--- src/rtl/reg_file_mp.sv ---
// reg_file_mp: parametrised multi-read-port register file with a per-entry
// busy scoreboard and a clear sequencer that zeroes every entry after reset
// or on request.
// Optional feature macro: REG_FILE_BYPASS_EN (write-through forwarding of
// same-cycle writes to matching read ports).
module reg_file_mp #(
    parameter int unsigned DATA_WIDTH = 32,
    parameter int unsigned ADDR_WIDTH = 5,
    parameter int unsigned NUM_READ   = 2,
    parameter int unsigned ZERO_REG   = 1
) (
    input  logic                           clk,
    input  logic                           rst_n,
    input  logic                           clear_req,
    output logic                           ready,
    input  logic                           wen,
    input  logic [ADDR_WIDTH-1:0]          waddr,
    input  logic [DATA_WIDTH-1:0]          wdata,
    input  logic                           alloc_en,
    input  logic [ADDR_WIDTH-1:0]          alloc_addr,
    input  logic [NUM_READ*ADDR_WIDTH-1:0] raddr,
    output logic [NUM_READ*DATA_WIDTH-1:0] rdata,
    output logic [NUM_READ-1:0]            rbusy
);

    localparam int unsigned DEPTH = 1 << ADDR_WIDTH;

    typedef enum logic {
        ST_CLEAR = 1'b0,
        ST_IDLE  = 1'b1
    } state_t;

    state_t                  state_q;
    state_t                  state_nxt;
    logic [ADDR_WIDTH-1:0]   clr_ptr_q;
    logic [ADDR_WIDTH-1:0]   clr_ptr_nxt;
    logic [DEPTH-1:0]        busy_q;
    logic [DEPTH-1:0]        busy_nxt;
    logic                    ready_nxt;
    logic [DATA_WIDTH-1:0]   mem [DEPTH];

    logic                    mem_we_c;
    logic [ADDR_WIDTH-1:0]   mem_wa_c;
    logic [DATA_WIDTH-1:0]   mem_wd_c;
    logic                    wr_zero_c;
    logic                    alloc_zero_c;
    logic                    wr_ok_c;
    logic                    alloc_ok_c;

    // Qualify writes and allocs: only in IDLE, not with a clear, never to a hard-wired r0
    always_comb begin
        wr_zero_c    = (ZERO_REG != 0) && (waddr == '0);
        alloc_zero_c = (ZERO_REG != 0) && (alloc_addr == '0);
        wr_ok_c      = (state_q == ST_IDLE) && wen && !clear_req && !wr_zero_c;
        alloc_ok_c   = (state_q == ST_IDLE) && alloc_en && !clear_req && !alloc_zero_c;
    end

    // Next-state, sweep pointer, scoreboard update and memory write port selection
    always_comb begin
        state_nxt   = state_q;
        clr_ptr_nxt = clr_ptr_q;
        busy_nxt    = busy_q;
        mem_we_c    = 1'b0;
        mem_wa_c    = waddr;
        mem_wd_c    = wdata;
        ready_nxt   = 1'b0;

        case (state_q)
            ST_CLEAR: begin
                mem_we_c    = 1'b1;
                mem_wa_c    = clr_ptr_q;
                mem_wd_c    = '0;
                clr_ptr_nxt = clr_ptr_q + 1'b1;
                if (clr_ptr_q == ADDR_WIDTH'(DEPTH - 1)) begin
                    state_nxt = ST_IDLE;
                end
            end
            ST_IDLE: begin
                if (clear_req) begin
                    state_nxt   = ST_CLEAR;
                    clr_ptr_nxt = '0;
                    busy_nxt    = '0;
                end else begin
                    // Release first, then claim: a same-cycle alloc leaves the entry busy
                    if (wr_ok_c) begin
                        mem_we_c        = 1'b1;
                        busy_nxt[waddr] = 1'b0;
                    end
                    if (alloc_ok_c) begin
                        busy_nxt[alloc_addr] = 1'b1;
                    end
                end
            end
            default: begin
                state_nxt   = ST_CLEAR;
                clr_ptr_nxt = '0;
                busy_nxt    = '0;
            end
        endcase

        ready_nxt = (state_nxt == ST_IDLE);
    end

    // Control state, sweep pointer, scoreboard and ready flag
    always_ff @(posedge clk or negedge rst_n) begin
        if (!rst_n) begin
            state_q   <= ST_CLEAR;
            clr_ptr_q <= '0;
            busy_q    <= '0;
            ready     <= 1'b0;
        end else begin
            state_q   <= state_nxt;
            clr_ptr_q <= clr_ptr_nxt;
            busy_q    <= busy_nxt;
            ready     <= ready_nxt;
        end
    end

    // Storage array; contents are initialised by the sweep rather than by reset
    always_ff @(posedge clk) begin
        if (mem_we_c) begin
            mem[mem_wa_c] <= mem_wd_c;
        end
    end

    // Combinational read ports; forced to zero while sweeping and for a hard-wired r0
    always_comb begin
        rdata = '0;
        rbusy = '0;
        for (int unsigned i = 0; i < NUM_READ; i++) begin
            if ((state_q == ST_IDLE) &&
                !((ZERO_REG != 0) && (raddr[i*ADDR_WIDTH +: ADDR_WIDTH] == '0))) begin
                rdata[i*DATA_WIDTH +: DATA_WIDTH] = mem[raddr[i*ADDR_WIDTH +: ADDR_WIDTH]];
                rbusy[i]                          = busy_q[raddr[i*ADDR_WIDTH +: ADDR_WIDTH]];
`ifdef REG_FILE_BYPASS_EN
                // Forward an accepted same-cycle write straight to the reader
                if (wr_ok_c && (waddr == raddr[i*ADDR_WIDTH +: ADDR_WIDTH])) begin
                    rdata[i*DATA_WIDTH +: DATA_WIDTH] = wdata;
                    rbusy[i]                          = 1'b0;
                end
`endif
            end
        end
    end

endmodule
--- config.mk ---
export PLATFORM = sky130hd
export DESIGN_NAME = reg_file_mp
export DESIGN_NICKNAME = d
export VERILOG_FILES = /design/src/rtl/reg_file_mp.sv
export SDC_FILE = /design/constraint.sdc
export NUM_CORES = 1
export LEC_CHECK = 0
export CAP_MARGIN = 0
export CORE_ASPECT_RATIO = 1.4
export CORE_MARGIN = 2
export CORE_UTILIZATION = 30
export CTS_CLUSTER_SIZE = 14
export DETAILED_ROUTE_END_ITERATION = 10
export PLACE_DENSITY_LB_ADDON = 0.12
export SLEW_MARGIN = 20
export SYNTH_ARGS = -nofsm -noshare
export SYNTH_HDL_FRONTEND = slang
export SYNTH_SLANG_ARGS = --single-unit
--- constraint.sdc ---
create_clock -name clk -period 9.5 [get_ports clk]
set_clock_uncertainty 0.2 [all_clocks]
set_input_delay 0.95 -clock clk [delete_from_list [all_inputs] [get_ports clk]]
set_output_delay 0.95 -clock clk [all_outputs]
set_load 0.005 [all_outputs]
# ---- Yosys cells after proc, flatten, opt, wreduce, memory -nomap -nowiden
# Memory sizes are Yosys's and may differ from the RTL's.
# Index checks and enable logic that the tools add are counted.
dict set report op_classes {
  add_sub_neg 1
  n_mul 0
  div_mod_pow 0
  magnitude_cmp 6
  n_eq_ne 2
  shifts 0
  n_mux 29
  n_bitwise 4
  n_reduce_logical 19
}
# op n
set ops {}
lappend ops {{$mux 32} 8}
lappend ops {{$and 32x32->32} 1}
lappend ops {{$not 32->32} 1}
lappend ops {{$or 32x32->32} 1}
lappend ops {{$lt 5x6->1 const B} 4}
lappend ops {{$logic_not 5->1} 4}
lappend ops {{$mux 1} 12}
lappend ops {{$bmux 1 s5} 2}
lappend ops {{$demux 1 s5} 2}
lappend ops {{$ge 5x1->1 const B} 2}
lappend ops {{$logic_and 1x1->1} 10}
lappend ops {{$mux 5} 2}
lappend ops {{$pmux 5 s2} 1}
lappend ops {{$add 5x1->5 const B} 1}
lappend ops {{$eq 5x5->1 const B} 1}
lappend ops {{$logic_not 1->1} 5}
lappend ops {{$pmux 1 s2} 2}
lappend ops {{$ne 2x2->1 const B} 1}
lappend ops {{$not 1->1} 1}
dict set report word_totals {
  register_bits 38
  latch_bits 0
  ramBits 1024
  rom_bits 0
  inputBits 57
  output_inout_bits 67
  elab_cells 65
  memories 1
}
# name depth width rd rd_clocked_by_memory_dff wr line_no
set mem_list {}
lappend mem_list {mem 32 32 2 0 1 40} ;# logic [DATA_WIDTH-1:0] mem [DEPTH];

# ---- Logic depth before layout (Yosys ltp)
# Gate-level depths: netlist of the first run.
dict set report depth {
  word_depth 12
  depth_mapped 8
  depth_no_buf 4
}

# ---- Worst setup path after synthesis of the first run
# No wires, ideal clock.
dict set report synth_path {
  path_kind {in2reg}
  startpoint {in clear_req}
  endpoint {mem mem[3][0] (enable)}
  setup_time_ns 0.421
  t_arrival_ns 3.140
  required_time_ns 8.879
  setup_slack_ns 5.739
  path_stages 5
  n_path_buf 2
  path_cell_list {and3b_1 -> clkbuf_1 -> clkbuf_1 -> a21oi_1 -> nor2_1}
}
dict set report synth_via {
  elab_chain_len 8
}
# element line_no
set synth_lines {}
lappend synth_lines {{start, declared} 14} ;# input logic clear_req,
lappend synth_lines {{$logic_not 1->1} 54} ;# wr_ok_c = (state_q == ST_IDLE) && wen && !clear_req && !wr_zero_c;
lappend synth_lines {{$logic_and 1x1->1 (2 in a row)} 54}
lappend synth_lines {{$mux 1} 85} ;# if (wr_ok_c) begin
lappend synth_lines {{$mux 1 (*)} 79} ;# if (clear_req) begin
lappend synth_lines {{$pmux 1 s2 (*)} 68} ;# case (state_q)
lappend synth_lines {{$mux 1 (*)} 121} ;# if (mem_we_c) begin
lappend synth_lines {{$mux 1 (not written as such) (*)} 122} ;# mem[mem_wa_c] <= mem_wd_c;
lappend synth_lines {{end, declared} 40}
# Mark *: on every way between the ends. The rest lies on a longest branch, timed or not.

# ---- Worst setup path after layout of the first run
dict set report layout_path {
  startpoint {reg state_q}
  endpoint {out rdata[34]}
}
dict set report layout_via {
  elab_chain_len 2
}
# element line_no
set layout_lines {}
lappend layout_lines {{start, declared} 33} ;# state_t state_q;
lappend layout_lines {{start signal, assigned} 112} ;# state_q <= state_nxt;
lappend layout_lines {{$logic_and 1x1->1} 131} ;# if ((state_q == ST_IDLE) &&
lappend layout_lines {{$mux 32} 131}
lappend layout_lines {{end, declared} 22} ;# output logic [NUM_READ*DATA_WIDTH-1:0] rdata,
# Every way passes these cells.

==> flow_summary.toml, run 1 <==
[floorplan]
coreArea_um2 = 166300
initial_utilization = 0.3026
dieHeight_um = 488.6
io_pins = 124
num_rows = 177
die-area_um2 = 171100
die_x_um = 350.2

[timing]
max_freq_ghz = 0.1638
hold_violations = 0
fin_ws_ns = 3.395
period_minus_slack_ns = 6.105
finalCritPeriodShare = 0.6427
finalSetupTns_ns = 0
maxSlewHeadroom = 0.2509
tightest_slew_ns = 1.124
finalMaxSlewViolations = 0
worst_hold_slack_ns = 0.1438
rsz0062_at_grt = "no"
setup_violations = 0

[worst_setup_path]
crit_chain = "buf_4 -> nor3b_4 -> buf_4 -> and2_1 -> buf_4 -> a21oi_1 -> nand4_1 -> clkdlybuf4s50_1"
cp_max_fo = 68
crit_family = "buffers and inverters"
criticalPathCategory = "reg -> out"
end_kind = "primary output"
slowest_stage = "buf_4"
cp_common_cell = "buf_4"
critical_path_buf_inv_count = 4
arrival_ns = 4.96
cpPeakStageDelay_ns = 0.69
startpoint_type = "flop"
critPathRequiredTime_ns = 8.35

[placement]
io_buffers = 123
placed_area_um2 = 54250
preCtsSetupSlack_ns = 3.628
hpwlAfterDp_mm = 120.2
dp.cells = 5312
routabilityCongestion = 0.8298

[synthesis]
yosys_register_bits = 1062
netlist_instances = 3096
syn_nets = 3155
synth_ff_type = "edfxtp_1"
ys_seq_area_frac = 0.6299
syn_area_per_cell_um2 = 16.26
synthArstFlopShare = 0.03578
synth_area_leaders = "edfxtp_1 61%, mux4_2 12%, mux2i_1 11%"
synth_area_leader_cell = "edfxtp_1"
synth_edf_count = 1024
syn_area_um2 = 50330
post-synth-top-count-cell = "edfxtp_1"
yosysUniqueCellTypes = 51
synth_top_area_share = 0.6110
synth_warnings = 0
ys_top_cells_by_count = "1024 x edfxtp_1, 543 x mux2i_1, 279 x a22oi_1"

[layout]
design_area_um2 = 57940
area_delta_synth_final_pct = 15.13
drive_above_1_share = 0.1873
multi_input_area_um2 = 17660
fillers = 15740
fin_util = 0.3484
final_net_count = 3252
seq_area_um2 = 31700
instances_no_fill = 5536

[power_and_ir_drop]
power_density_nw_per_um2 = 225.5
clock_power_share = 0.339
swShare = 0.3011
ir_drop_v = 0.0001586
power_frac_seq = 0.472
p_int_mw = 9.133
power_switching_mw = 3.935
pwr-share-comb = 0.188
p_leak_nw = 19.70
total_power_mw = 13.07

[routing]
drtIter0Drc = 3328
avgViaCountPerCell = 5.843
via_count = 32350
route.detailed.drc = 0
routed_wl_mm = 203.7
dr.pass1.iters = 5
wl_per_cell_um = 36.80
ant_nets = 0

[cts]
cts_made_buffers = 116
cts.sinks = 1062
clockBufferDepth = 3
cts.clk_slew.worst_paths_ns = 0.06
holdBufCountCts = 0
post_cts_resized = 0
htree_num_levels = 3
clk_latency_ns = 0.75
cts-root-buf = "clkbuf_16"
cts_tree = "done"
cts_setup_buffers = 0

[global_routing]
grt_pass1_vias = 33560
grt_max_degree = 86
grt.overflow.total = 0
grt_first_pass_wirelength_mm = 277.5
grtUsageTotal = 0.2360
antenna_found_initial = 17

[status]
status = "finished, final reports clean"

[worst_hold_path]
worstHoldPathType = "in -> async"

[flow_run]
cap_violations = 0
## cell type report
type,instances,area share
Antenna cell,5,0.0002159
Clock buffer,136,0.05176
Clock inverter,83,0.01138
Inverter,3,0.0001943
Multi-Input combinational cell,1782,0.3048
Sequential cell,1062,0.5471
Tap cell,2237,0.04830
Timing Repair Buffer,228,0.03619
## power by group through the flow
stage / sequential (mW) / combinational, mW / clock (mW)
5_1_grt: 6.23 / 2.56 / 4.68
6_report: 6.17 / 2.46 / 4.44
3_5_place_dp: 6.27 / 2.48 / 0
3_3_place_gp: 6.22 / 2.44 / 0
2_1_floorplan: 6.19 / 1.22 / 0
4_1_cts: 6.17 / 2.48 / 4.52
## worst paths after layout
kind / from / to / slack (ns) / cells after the start
worst min-delay path: rst_n / busy_q[20] / 0.14 / 1
worst min register to register: busy_q[2] / busy_q[2] / 0.34 / 2
min in group clk: busy_q[2] / busy_q[2] / 0.34 / 2
worst max-delay path: state_q / rdata[34] / 3.39 / 8
max in group asynchronous: rst_n / state_q / 8.32 / 1
worst max register to register: state_q / mem[3][6] / 5.37 / 7
## placed cells by master, fill, tap and decap left out, types with 69 or more instances in the layout
master and instances:
clkbuf_16 117, buf_4 102, mux2i_1 543, clkdlybuf4s50_1 116, nand4_1 69, a21oi_1 76
nand2_1 79, a22oi_1 279, edfxtp_1 1024, nand3_1 140, mux4_2 257
## flip-flops by register name, indices dropped and copies added, names as in the netlist
name,count
busy_q,32
clr_ptr_q,5
mem,1024
state_q,1
## layer usage
metal | wire [um] | up-vias | GRT usage
met5 | 27 | - | 0
met4 | 8533 | 4 | 0.1016
met3 | 12220 | 343 | 0.03430
met2 | 100500 | 1430 | 0.3989
met1 | 82400 | 17560 | 0.3005
li1 | - | 13010 | -
## kinds of logic after synthesis
family                     after synthesis  synth area share
DFF                                   1062            0.6299
adders and majority gates                2         0.0004971
xor gates and xnor gates                 2         0.0003481
AOI/OAI and AO/OA                      511           0.06978
muxes                                  802            0.2234
and+or+nand+nor                        465           0.04880
buffers and inverters                  252           0.02725
No activity file was read; power rests on OpenSTA's default activity.
==> run 2, diff against run 1 <==
clock period = 5.1 ns   (was 9.5 ns; I/O delays follow)
==> run 2 against run 1 <==
  * Via count grew 0.24%
  * Critical path depth shrank 2
  * Sequential cell count is the same
  * Clock power grew 92%
  * Worst setup slack lost 2.8 ns
  * Final cell count grew 1.0%
  * Utilization grew 0.67 points
  * Largest cell class unchanged
  * Largest power group unchanged
==> flow_summary.toml, run 2 (same netlist as run 1, synthesis figures left out) <==
[status]
status = "finished, final reports clean"

[timing]
max_freq_ghz = 0.2213
rsz0062_at_grt = "no"
maxSlewHeadroom = 0.2791
hold_violations = 0
finalMaxSlewViolations = 0
setup_violations = 0
tightest_slew_ns = 1.081
finalCritPeriodShare = 0.8861
fin_ws_ns = 0.5810
period_minus_slack_ns = 4.519
worst_hold_slack_ns = 0.2424
finalSetupTns_ns = 0

[routing]
route.detailed.drc = 0
ant_nets = 0
via_count = 32430
routed_wl_mm = 202.5
drtIter0Drc = 3407
avgViaCountPerCell = 5.799
wl_per_cell_um = 36.21
dr.pass1.iters = 6

[floorplan]
io_pins = 124
coreArea_um2 = 166300
num_rows = 177
initial_utilization = 0.3026
die_x_um = 350.2
die-area_um2 = 171100
dieHeight_um = 488.6

[worst_hold_path]
worstHoldPathType = "in -> async"

[cts]
clockBufferDepth = 3
htree_num_levels = 3
cts_tree = "done"
cts.sinks = 1062
clk_latency_ns = 0.74
cts-root-buf = "clkbuf_16"
cts.clk_slew.worst_paths_ns = 0.07
cts_made_buffers = 114
post_cts_resized = 0

[flow_run]
cap_violations = 0

[power_and_ir_drop]
p_leak_nw = 20.22
p_int_mw = 17.44
power_frac_seq = 0.465
power_switching_mw = 7.294
pwr-share-comb = 0.190
total_power_mw = 24.74
clock_power_share = 0.345
power_density_nw_per_um2 = 418.8
ir_drop_v = 0.0002957
swShare = 0.2949

[worst_setup_path]
slowest_stage = "and4bb_2"
arrival_ns = 3.81
crit_family = "simple AND/OR/NAND/NOR gates"
cpPeakStageDelay_ns = 0.70
critPathRequiredTime_ns = 4.39
critical_path_buf_inv_count = 2
crit_chain = "and4bb_2 -> buf_4 -> a22o_1 -> a31oi_1 -> nand4_1 -> clkdlybuf4s50_1"
startpoint_type = "flop"
cp.depth = 6
cp_max_fo = 21
ff2ff_path_depth = 6
end_kind = "primary output"
criticalPathCategory = "reg -> out"

[layout]
final_net_count = 3314
fin_util = 0.3551
drive_above_1_share = 0.2042
largest_reg_flops = 1024
instances_no_fill = 5592
fillers = 15700
final_common_cell = "edfxtp_1"
top_register = "mem"
area_delta_synth_final_pct = 17.36
top_regs = "mem x1024, busy_q x32, clr_ptr_q x5"
design_area_um2 = 59070
layout_common_cells = "1024 x edfxtp_1, 543 x mux2i_1, 279 x a22oi_1"

[global_routing]
grt_pass1_vias = 33620
grt.overflow.total = 0
grt_first_pass_wirelength_mm = 277.2
grtUsageTotal = 0.2350
antenna_found_initial = 21
grt_max_degree = 77

[placement]
placed_area_um2 = 55250
hpwlAfterDp_mm = 128.3
io_buffers = 123
routabilityCongestion = 0.8335
preCtsSetupSlack_ns = 0.7546
dp.cells = 5375
## run 2: worst paths after layout
kind                                from     endpoint  slack, ns
setup reg to reg                 state_q  mem[26][17]       1.48
hold / removal                     rst_n   busy_q[25]       0.24
max in group asynchronous          rst_n      state_q       3.84
hold reg to reg               busy_q[28]   busy_q[28]       0.33
setup / recovery                 state_q    rdata[40]       0.58
min in group clk           alloc_addr[1]   busy_q[20]       0.27
## run 2: power by group through the flow
stage | combinational [mW] | sequential (mW) | clock (mW)
6_report | 4.69 | 11.5 | 8.54
5_1_grt | 4.88 | 11.6 | 9.01
3_5_place_dp | 4.73 | 11.7 | 0
4_1_cts | 4.73 | 11.5 | 8.70
2_1_floorplan | 2.27 | 11.5 | 0
3_3_place_gp | 4.69 | 11.6 | 0
## run 2: worst reg2reg max path: cells and delay by family (launching register included)
kind | cells | cell delay [ns]
buffers and inverters | 3 | 1.21
AOI/OAI and AO/OA | 2 | 0.66
DFF | 1 | 0.64
and+or+nand+nor | 1 | 0.58
## run 2: repair_timing
item | in CTS | in global routing
hold endpoints to repair | 38 | 0
hold buffers | 1 | 0
setup buffers | 0 | 0
## run 2: final cells by class
class | count | area [um2] | share of cell area
flip-flops and latches | 1062 | 31700 | 0.5367
multi-input cells | 1782 | 17670 | 0.2991
repair buffers | 292 | 3115 | 0.05275
clock buffers | 136 | 2957 | 0.05006
well taps | 2237 | 2799 | 0.04739
clock inverters | 79 | 813.3 | 0.01377
inverters | 3 | 11.26 | 0.0001906
diodes | 1 | 2.502 | 0.00004237
## run 2: metal layers
metal / share of wire / up-vias / GRT usage
met3: 0.059 / 335 / 0.03126
li1: - / 13170 / -
met1: 0.41 / 17500 / 0.3028
met5: 0.00038 / - / 0
met4: 0.036 / 12 / 0.08596
met2: 0.50 / 1409 / 0.4025
